==> config.mk <==
export PLATFORM = sky130hd
export DESIGN_NAME = blob_pattern_gen
export DESIGN_NICKNAME = d
export VERILOG_FILES = /design/src/rtl/blob_pattern_gen_pkg.sv /design/src/rtl/blob_pattern_gen_lfsr16.sv /design/src/rtl/blob_pattern_gen.sv
export SDC_FILE = /design/constraint.sdc
export NUM_CORES = 1
export LEC_CHECK = 0
export CAP_MARGIN = 5
export CORE_MARGIN = 2
export CORE_UTILIZATION = 63
export DETAILED_ROUTE_END_ITERATION = 12
export GPL_TIMING_DRIVEN = 0
export PLACE_DENSITY = 0.93
export SLEW_MARGIN = 20
export SYNTH_ARGS = -nofsm -noshare
export SYNTH_HDL_FRONTEND = slang
export SYNTH_SLANG_ARGS = --single-unit
==> constraint.sdc <==
create_clock -name iCLK -period 12.5 [get_ports iCLK]
set_input_delay 3.125 -clock iCLK [delete_from_list [all_inputs] [get_ports iCLK]]
set_output_delay 3.125 -clock iCLK [all_outputs]
set_load 0.005 [all_outputs]
==> src/rtl/blob_pattern_gen_pkg.sv <==
// blob_gen_pkg: shared FSM state, pixel type, default raster size and LFSR
// constants for the blob pattern generator.
package blob_gen_pkg;

    typedef enum logic [1:0] {
        ST_IDLE   = 2'd0,
        ST_ACTIVE = 2'd1,
        ST_HBLANK = 2'd2,
        ST_VBLANK = 2'd3
    } blob_state_t;

    typedef logic [11:0] pixel_t;

    localparam int          DEF_H_ACTIVE = 640;
    localparam int          DEF_V_ACTIVE = 480;
    localparam logic [15:0] LFSR_SEED    = 16'hACE1;
    // Fibonacci taps 16,14,13,11 expressed as state bits 15,13,12,10.
    localparam logic [15:0] LFSR_TAPS    = 16'hB400;
    // Centre value parked far outside the raster so that no blob is drawn.
    localparam logic [10:0] NO_CENTRE    = 11'h7FF;

    // Magnitude of a 12-bit signed distance; -2048 never occurs because
    // both operands of the distance are 11-bit unsigned values.
    function automatic logic [11:0] abs12(input logic signed [11:0] v);
        logic [11:0] r;
        if (v < 12'sd0) begin
            r = 12'(-v);
        end else begin
            r = 12'(v);
        end
        return r;
    endfunction

endpackage

==> src/rtl/blob_pattern_gen_lfsr16.sv <==
// lfsr16: 16-bit Fibonacci LFSR used for background speckle noise.
module lfsr16
    import blob_gen_pkg::*;
(
    input  logic        clk,
    input  logic        rst,
    input  logic        advance,
    output logic [15:0] state
);

    // Shift left, feeding back the XOR of the tapped bits; hold when idle.
    always_ff @(posedge clk) begin
        if (rst) begin
            state <= LFSR_SEED;
        end else if (advance) begin
            state <= {state[14:0], ^(state & LFSR_TAPS)};
        end else begin
            state <= state;
        end
    end

endmodule

==> src/rtl/blob_pattern_gen.sv <==
// blob_pattern_gen: raster source producing one solid square blob centred on
// a programmed row/column. Optional macro BLOB_NOISE_EN adds LFSR speckle to
// background pixels; without it the background is always 0.
module blob_pattern_gen
    import blob_gen_pkg::*;
#(
    parameter int     H_ACTIVE   = DEF_H_ACTIVE,
    parameter int     V_ACTIVE   = DEF_V_ACTIVE,
    parameter int     H_BLANK    = 16,
    parameter int     V_BLANK    = 64,
    parameter int     BLOB_HALF  = 8,
    parameter pixel_t BLOB_COLOR = 12'hF00
) (
    input  logic        iCLK,
    input  logic        iRST,
    input  logic [10:0] iRow,
    input  logic [10:0] iCol,
    input  logic        iLOAD,
    input  logic        iEN,
    output pixel_t      oColor,
    output logic        oDVAL,
    output logic        oFRAME_START,
    output logic        oBUSY
);

    localparam logic [10:0] COL_LAST = 11'(H_ACTIVE - 1);
    localparam logic [10:0] ROW_LAST = 11'(V_ACTIVE - 1);
    localparam logic [15:0] HB_LAST  = (H_BLANK > 0) ? 16'(H_BLANK - 1) : 16'd0;
    localparam logic [15:0] VB_LAST  = (V_BLANK > 0) ? 16'(V_BLANK - 1) : 16'd0;
    localparam logic [11:0] HALF12   = 12'(BLOB_HALF);

    blob_state_t        state_r;
    blob_state_t        eof_state_s;
    blob_state_t        vb_exit_state_s;
    logic [10:0]        row_r;
    logic [10:0]        col_r;
    logic [10:0]        shadow_row_r;
    logic [10:0]        shadow_col_r;
    logic [10:0]        cy_r;
    logic [10:0]        cx_r;
    logic [10:0]        cy_s;
    logic [10:0]        cx_s;
    logic [15:0]        blank_cnt_r;
    logic               frame_start_s;
    logic               last_col_s;
    logic               last_row_s;
    logic               in_blob_s;
    logic               noise_s;
    logic signed [11:0] dr_s;
    logic signed [11:0] dc_s;
    pixel_t             pix_s;

`ifdef BLOB_NOISE_EN
    logic [15:0] lfsr_state_s;
    logic        lfsr_advance_s;

    assign lfsr_advance_s = (state_r == ST_ACTIVE);
    assign noise_s        = (lfsr_state_s[7:0] == 8'h00);

    lfsr16 u_lfsr16 (
        .clk     (iCLK),
        .rst     (iRST),
        .advance (lfsr_advance_s),
        .state   (lfsr_state_s)
    );
`else
    assign noise_s = 1'b0;
`endif

    // Pixel (0,0) is where the shadow centre becomes the frame's centre; a
    // load on that same cycle bypasses the shadow so it lands in this frame.
    always_comb begin
        frame_start_s = (state_r == ST_ACTIVE) && (row_r == 11'd0) && (col_r == 11'd0);
        last_col_s    = (col_r == COL_LAST);
        last_row_s    = (row_r == ROW_LAST);
        if (frame_start_s) begin
            if (iLOAD) begin
                cy_s = iRow;
                cx_s = iCol;
            end else begin
                cy_s = shadow_row_r;
                cx_s = shadow_col_r;
            end
        end else begin
            cy_s = cy_r;
            cx_s = cx_r;
        end
    end

    // Blob membership in 12-bit signed distance so centres near 0 clip cleanly.
    always_comb begin
        dr_s      = $signed({1'b0, row_r}) - $signed({1'b0, cy_s});
        dc_s      = $signed({1'b0, col_r}) - $signed({1'b0, cx_s});
        in_blob_s = (abs12(dr_s) <= HALF12) && (abs12(dc_s) <= HALF12);
        if (in_blob_s || noise_s) begin
            pix_s = BLOB_COLOR;
        end else begin
            pix_s = 12'h000;
        end
    end

    // Where the FSM goes once a frame's active area (and last HBLANK) is done.
    always_comb begin
        if (iEN) begin
            vb_exit_state_s = ST_ACTIVE;
        end else begin
            vb_exit_state_s = ST_IDLE;
        end
        if (V_BLANK != 0) begin
            eof_state_s = ST_VBLANK;
        end else begin
            eof_state_s = vb_exit_state_s;
        end
    end

    // Raster FSM with counters, centre capture and registered pixel outputs.
    always_ff @(posedge iCLK) begin
        if (iRST) begin
            state_r      <= ST_IDLE;
            row_r        <= 11'd0;
            col_r        <= 11'd0;
            blank_cnt_r  <= 16'd0;
            shadow_row_r <= NO_CENTRE;
            shadow_col_r <= NO_CENTRE;
            cy_r         <= NO_CENTRE;
            cx_r         <= NO_CENTRE;
            oColor       <= 12'h000;
            oDVAL        <= 1'b0;
            oFRAME_START <= 1'b0;
            oBUSY        <= 1'b0;
        end else begin
            if (iLOAD) begin
                shadow_row_r <= iRow;
                shadow_col_r <= iCol;
            end
            oColor       <= 12'h000;
            oDVAL        <= 1'b0;
            oFRAME_START <= 1'b0;
            case (state_r)
                ST_IDLE: begin
                    if (iEN) begin
                        state_r <= ST_ACTIVE;
                        row_r   <= 11'd0;
                        col_r   <= 11'd0;
                        oBUSY   <= 1'b1;
                    end else begin
                        oBUSY   <= 1'b0;
                    end
                end
                ST_ACTIVE: begin
                    oColor       <= pix_s;
                    oDVAL        <= 1'b1;
                    oFRAME_START <= frame_start_s;
                    oBUSY        <= 1'b1;
                    if (frame_start_s) begin
                        cy_r <= cy_s;
                        cx_r <= cx_s;
                    end
                    if (last_col_s) begin
                        col_r <= 11'd0;
                        if (last_row_s) begin
                            row_r <= 11'd0;
                        end else begin
                            row_r <= row_r + 11'd1;
                        end
                        // The last row also gets its HBLANK before VBLANK,
                        // keeping every row H_ACTIVE+H_BLANK cycles long.
                        if (H_BLANK != 0) begin
                            state_r     <= ST_HBLANK;
                            blank_cnt_r <= 16'd0;
                        end else if (last_row_s) begin
                            state_r     <= eof_state_s;
                            blank_cnt_r <= 16'd0;
                            oBUSY       <= (eof_state_s != ST_IDLE);
                        end else begin
                            state_r     <= ST_ACTIVE;
                        end
                    end else begin
                        col_r <= col_r + 11'd1;
                    end
                end
                ST_HBLANK: begin
                    oBUSY <= 1'b1;
                    if (blank_cnt_r == HB_LAST) begin
                        blank_cnt_r <= 16'd0;
                        // Row counter already wrapped to 0 means the frame ended.
                        if (row_r == 11'd0) begin
                            state_r <= eof_state_s;
                            oBUSY   <= (eof_state_s != ST_IDLE);
                        end else begin
                            state_r <= ST_ACTIVE;
                        end
                    end else begin
                        blank_cnt_r <= blank_cnt_r + 16'd1;
                    end
                end
                ST_VBLANK: begin
                    if (blank_cnt_r == VB_LAST) begin
                        blank_cnt_r <= 16'd0;
                        state_r     <= vb_exit_state_s;
                        oBUSY       <= (vb_exit_state_s != ST_IDLE);
                    end else begin
                        blank_cnt_r <= blank_cnt_r + 16'd1;
                        oBUSY       <= 1'b1;
                    end
                end
                default: begin
                    state_r <= ST_IDLE;
                    oBUSY   <= 1'b0;
                end
            endcase
        end
    end

endmodule

### After elaboration in Yosys (flattened, before gate mapping)

Index checks and enable logic that the tools add are counted.

| storage, ports and cells | value |
|---|---|
| flip-flop bits (word level) | 99 |
| bits of input ports | 26 |
| output and inout bits | 15 |
| word-level logic and storage cells | 79 |

| operators by class | value |
|---|---|
| add/subtract/negate cells | 7 |
| magnitude comparators | 4 |
| equality and inequality tests | 11 |
| multiplexer cells | 28 |
| bitwise logic cells | 1 |
| reductions and logical operators | 16 |

Operator list:

| operator | number |
|---|---|
| $mux 11 | 8 |
| $mux 16 | 3 |
| $pmux 16 s3 | 1 |
| $pmux 11 s2 | 2 |
| $mux 12 | 3 |
| $le 12x4->1 const B | 2 |
| $lt 12x1->1 const B | 2 |
| $neg 12->12 | 2 |
| $sub 11x11->12 | 2 |
| $add 11x1->11 const B | 2 |
| $logic_not 11->1 | 2 |
| $add 16x1->16 const B | 1 |
| $eq 16x4->1 const B | 1 |
| $eq 16x6->1 const B | 1 |
| $eq 11x10->1 const B | 1 |
| $eq 11x9->1 const B | 1 |
| $mux 2 | 5 |
| $ne 2x2->1 const B | 4 |
| $pmux 2 s4 | 1 |
| $reduce_and 2->1 | 3 |
| $eq 2x2->1 const B | 2 |
| $mux 1 | 4 |
| $reduce_and 4->1 | 1 |
| $reduce_bool 2->1 | 2 |
| 8 further kinds | 11 |

### Longest topological paths before layout

| depth | value |
|---|---|
| depth after elaboration | 10 |
| mapped depth | 19 |
| gate-level depth less buffers | 19 |

### Worst setup path before layout

OpenSTA, ideal clock, no wires.

| path | value |
|---|---|
| path type | input port to flip-flop |
| start point | in iLOAD |
| end point | reg oColor[10] |
| setup time | 0.088 ns |
| arrival time | 6.140 ns |
| required time | 12.412 ns |
| slack | 6.272 ns |
| stages | 13 |
| buffers on the path | 1 |
| path through | buf_1 -> mux2_2 -> mux2i_1 -> ha_1 -> a21o_1 -> a21oi_1 -> xor2_1 -> nand3_1 -> mux2i_1 -> o32a_1 -> nor4_2 -> o2111ai_1 -> nor4_2 |

| on the way | value |
|---|---|
| longest elaborated chain between the ends | 8 |
| elaborated cells between the ends (all ways) | 16 |
| classes of those cells | 4 x add/sub; 4 x order compare; 7 x mux; 1 x reduce/logical |

Ends and longest elaborated chain:

| what | line | RTL |
|---|---|---|
| start, declared | blob_pattern_gen.sv:18 | `input logic iLOAD,` |
| $mux 11 | - |  |
| $mux 11 | blob_pattern_gen.sv:76 | `if (frame_start_s) begin` |
| $sub 11x11->12 (on tied branches) | blob_pattern_gen.sv:92, blob_pattern_gen.sv:93 |  |
| $neg 12->12 / $lt 12x1->1 (equally long branches) | blob_pattern_gen_pkg.sv:27, blob_pattern_gen_pkg.sv:26 |  |
| $mux 12 | blob_pattern_gen_pkg.sv:26 | `if (v < 12'sd0) begin` |
| $le 12x4->1 | blob_pattern_gen.sv:94 | `in_blob_s = (abs12(dr_s) <= HALF12) && (abs12(dc_s) <= HALF12);` |
| $logic_and 1x1->1 * | blob_pattern_gen.sv:94 |  |
| $mux 12 * | blob_pattern_gen.sv:95 | `if (in_blob_s \|\| noise_s) begin` |
| end signal, assigned | blob_pattern_gen.sv:151 | `oColor <= pix_s;` |
| end, declared | blob_pattern_gen.sv:20 | `output pixel_t oColor,` |

Mark *: on every way between the ends. The rest lies on a longest branch, timed or not.
A chain may end at the register's enable or synchronous reset.

### Final worst setup path

Ends and elaborated chain as after synthesis.

==> results.toml <==
[critical_path]
crit_type = "primary input to register"
crit_fanout = 10
cp-start-kind = "primary input"
reg2regPathDepth = 17
worstPathRequired_ns = 12.76
end_kind = "register"
worstPathArrival_ns = 7.52

[routing]
drt_first_pass_iters = 5
ant_nets = 0
post_drt_wl_per_cell_um = 15.6
vias = 4766
drt_wl_total_um = 12600
drc_errors = 0
viasPerCell = 5.88
drtIter0Drc = 157

[logic_synthesis]
syn_inst = 647
netlist.area_leader.share = 0.315
synth_mux_area_frac = 0.0933
synth_top_family_by_area = "simple AND/OR/NAND/NOR gates"
yosys_warnings = 0
ys_top_cells_by_area = "dfxtp_1 31%, ha_1 7.2%, mux2_2 5.0%"
synth-adder-area-share = 0.0787
yosys.area_share.simple = 0.270
synth_cell_types = 82
synth-seq-cells = 88
synthArstFlopShare = 0
syn_area_sq_um = 5590
synth_edf_count = 0
ys_seq_area_frac = 0.315
synth_top_cell_by_area = "dfxtp_1"
synth-xor-area-share = 0.0658
postSynthAreaPerCell_sq_um = 8.64
synth_ff_type = "dfxtp_1"
synth_compound_area_frac = 0.132

[floorplanning]
die_h_um = 98.2
placementRows = 34
start_util = 0.644
die_area_sq_um = 9650
dieWidth_um = 98.2
core_sq_um = 8680
io_pins = 41

[power]
pwr_density_cell_nw_per_um2 = 156
vdd_drop_max_mv = 0.123
p_leak_uw = 0.00243

[cells_and_area]
area_growth_pct = 12.6
diodes = 0
drive_above_1_share = 0.160
nets = 757

[cts]
clock-sinks = 88
h-tree-depth = 3
cts_tree = "yes"
post_cts_buffers = 0
clk_latency_ns = 0.37
ctsResizeCount = 0
cts_hold_buf = 0
numCtsBuffers = 9
cts-root-buf = "clkbuf_8"
clkTransAtPathRegs_ns = 0.09
max-clock-path-buffers = 2

[timing]
timing.setup.tns_ns = 0
finalHoldViolCount = 0
rsz0062_at_grt = "no"
post-route-period-util = 0.581
fin_crit_ns = 7.26
slew_viol_final = 0
final.setup_skew_ns = 0.0121
tightest_slew_ns = 0.766
max_freq_ghz = 0.138
setup_viol = 0
whs_ns = 0.493
timing.slew.headroom = 0.483
setup_ws_ns = 5.24

[placed_design]
dp_hpwl_um = 9740
dp_slack_ns = 4.92
port_buffers = 32
routabilityCongestion = 0.881

[global_route]
grt_pass1_vias = 4599
antenna_found_initial = 0
grt_max_degree = 17
grt-ovfl-total = 0
grt_pass1_wl_um = 21400
track_usage = 0.269

[min_path]
min_path_type = "register to register"
hold_depth = 2

[outcome]
status = "completed"

[run]
drv_cap = 0
## registers in the layout, summed over array words and instances (netlist names)
signal        flops
blank_cnt_r      16
col_r            11
cx_r             11
cy_r             11
row_r            11
shadow_col_r     11
shadow_row_r     11
state_r           2
oBUSY             1
oColor            1
oDVAL             1
oFRAME_START      1
## layout make-up
| class | count | area (sq um) |
|---|---|---|
| fillers | 659 | 2380 |
| well taps | 108 | 135 |
| flip-flops and latches | 88 | 1760 |
| clock buffers | 9 | 124 |
| repair buffers | 32 | 320 |
| inverters | 22 | 82.6 |
| clock inverters | 7 | 101 |
| plain buffers | 30 | 171 |
| multi-input cells | 514 | 3600 |
## final timing paths
path	from	to	slack (ns)
max	iLOAD	oColor[10]	5.24
min	col_r[0]	col_r[0]	0.49
max reg2reg	row_r[0]	oColor[10]	7.06
min reg2reg	col_r[0]	col_r[0]	0.49
## worst max-delay path, cell delays in order
cell	delay (ns)
clkdlybuf4s50_1	0.54
buf_1	0.47
mux2_2	0.41
mux2i_1	0.35
ha_1	0.36
a21o_1	0.20
a21oi_1	0.18
xor2_1	0.36
nand3_1	0.24
mux2i_1	0.18
o32a_1	0.31
nor4_2	0.30
o2111ai_1	0.17
nor4_2	0.34
## synthesized netlist by cell type (20+ instances only)
cell / n
a21oi_1: 30
dfxtp_1: 88
ha_1: 32
inv_1: 22
mux2_2: 25
mux2i_1: 24
nand2_1: 34
nand2b_1: 28
nand3_1: 29
nor2_1: 64
nor3_1: 24
or2_2: 29
xnor2_1: 22
xor2_1: 20
## through the flow
stage                     std cells  instance area, sq um  utilization  total power (uW)
final                           810                  6300        0.726               983
after global routing            810                  6300        0.726              1050
after CTS                       810                  6300        0.726               979
after detailed placement        794                  6070        0.700               758
after global placement          794                  6070        0.700               737
after floorplan                 654                  5620            -               662
## layout by cell type, fill, tap and decap left out, types with 4 or more instances in the layout
cell             synthesis  layout
dfxtp_1                 88      88
xnor2_1                 22      22
a21o_1                   5       5
xor2_1                  20      20
nor4_1                   5       5
a21oi_1                 30      30
nand4_1                  9       9
and3_1                   8       8
o211ai_1                 5       5
inv_1                   22      22
clkdlybuf4s50_1          0      32
a31oi_1                  4       4
clkbuf_1                10      10
conb_1                   1       8
nor2_1                  64      64
or2_2                   29      29
buf_1                    4       4
clkbuf_8                 1      10
a211oi_1                 4       4
or3_1                    4       4
mux2_2                  25      25
buf_4                   12      12
nand2b_1                28      28
nand3_1                 29      29
nor3_1                  24      24
ha_1                    32      32
o21a_1                   6       6
nand2_1                 34      34
o21ai_0                 18      18
nand3b_1                 4       4
mux2i_1                 24      24
## per-layer routing
layer	wire (um)	global-route usage	vias to the layer above
met1	5520	0.322	2260
met2	6430	0.498	114
met4	180	0.0801	0
met5	0	0	-
met3	491	0.0401	19
li1	-	-	2373
## power breakdown
part	total, uW	internal [uW]	leakage [uW]	switching, uW
Clock	222	115	0.000107	107
Sequential	319	306	0.000717	13.0
Combinational	442	184	0.00160	258
Total	983	604	0.00243	379
## kinds of logic after synthesis
group           after synthesis
mux                          49
other cells                   1
fa+ha+maj                    34
xor+xnor                     42
compound gates              106
buf+inv                      52
simple gates                275
flops                        88
(Power assumes the default switching activity.)
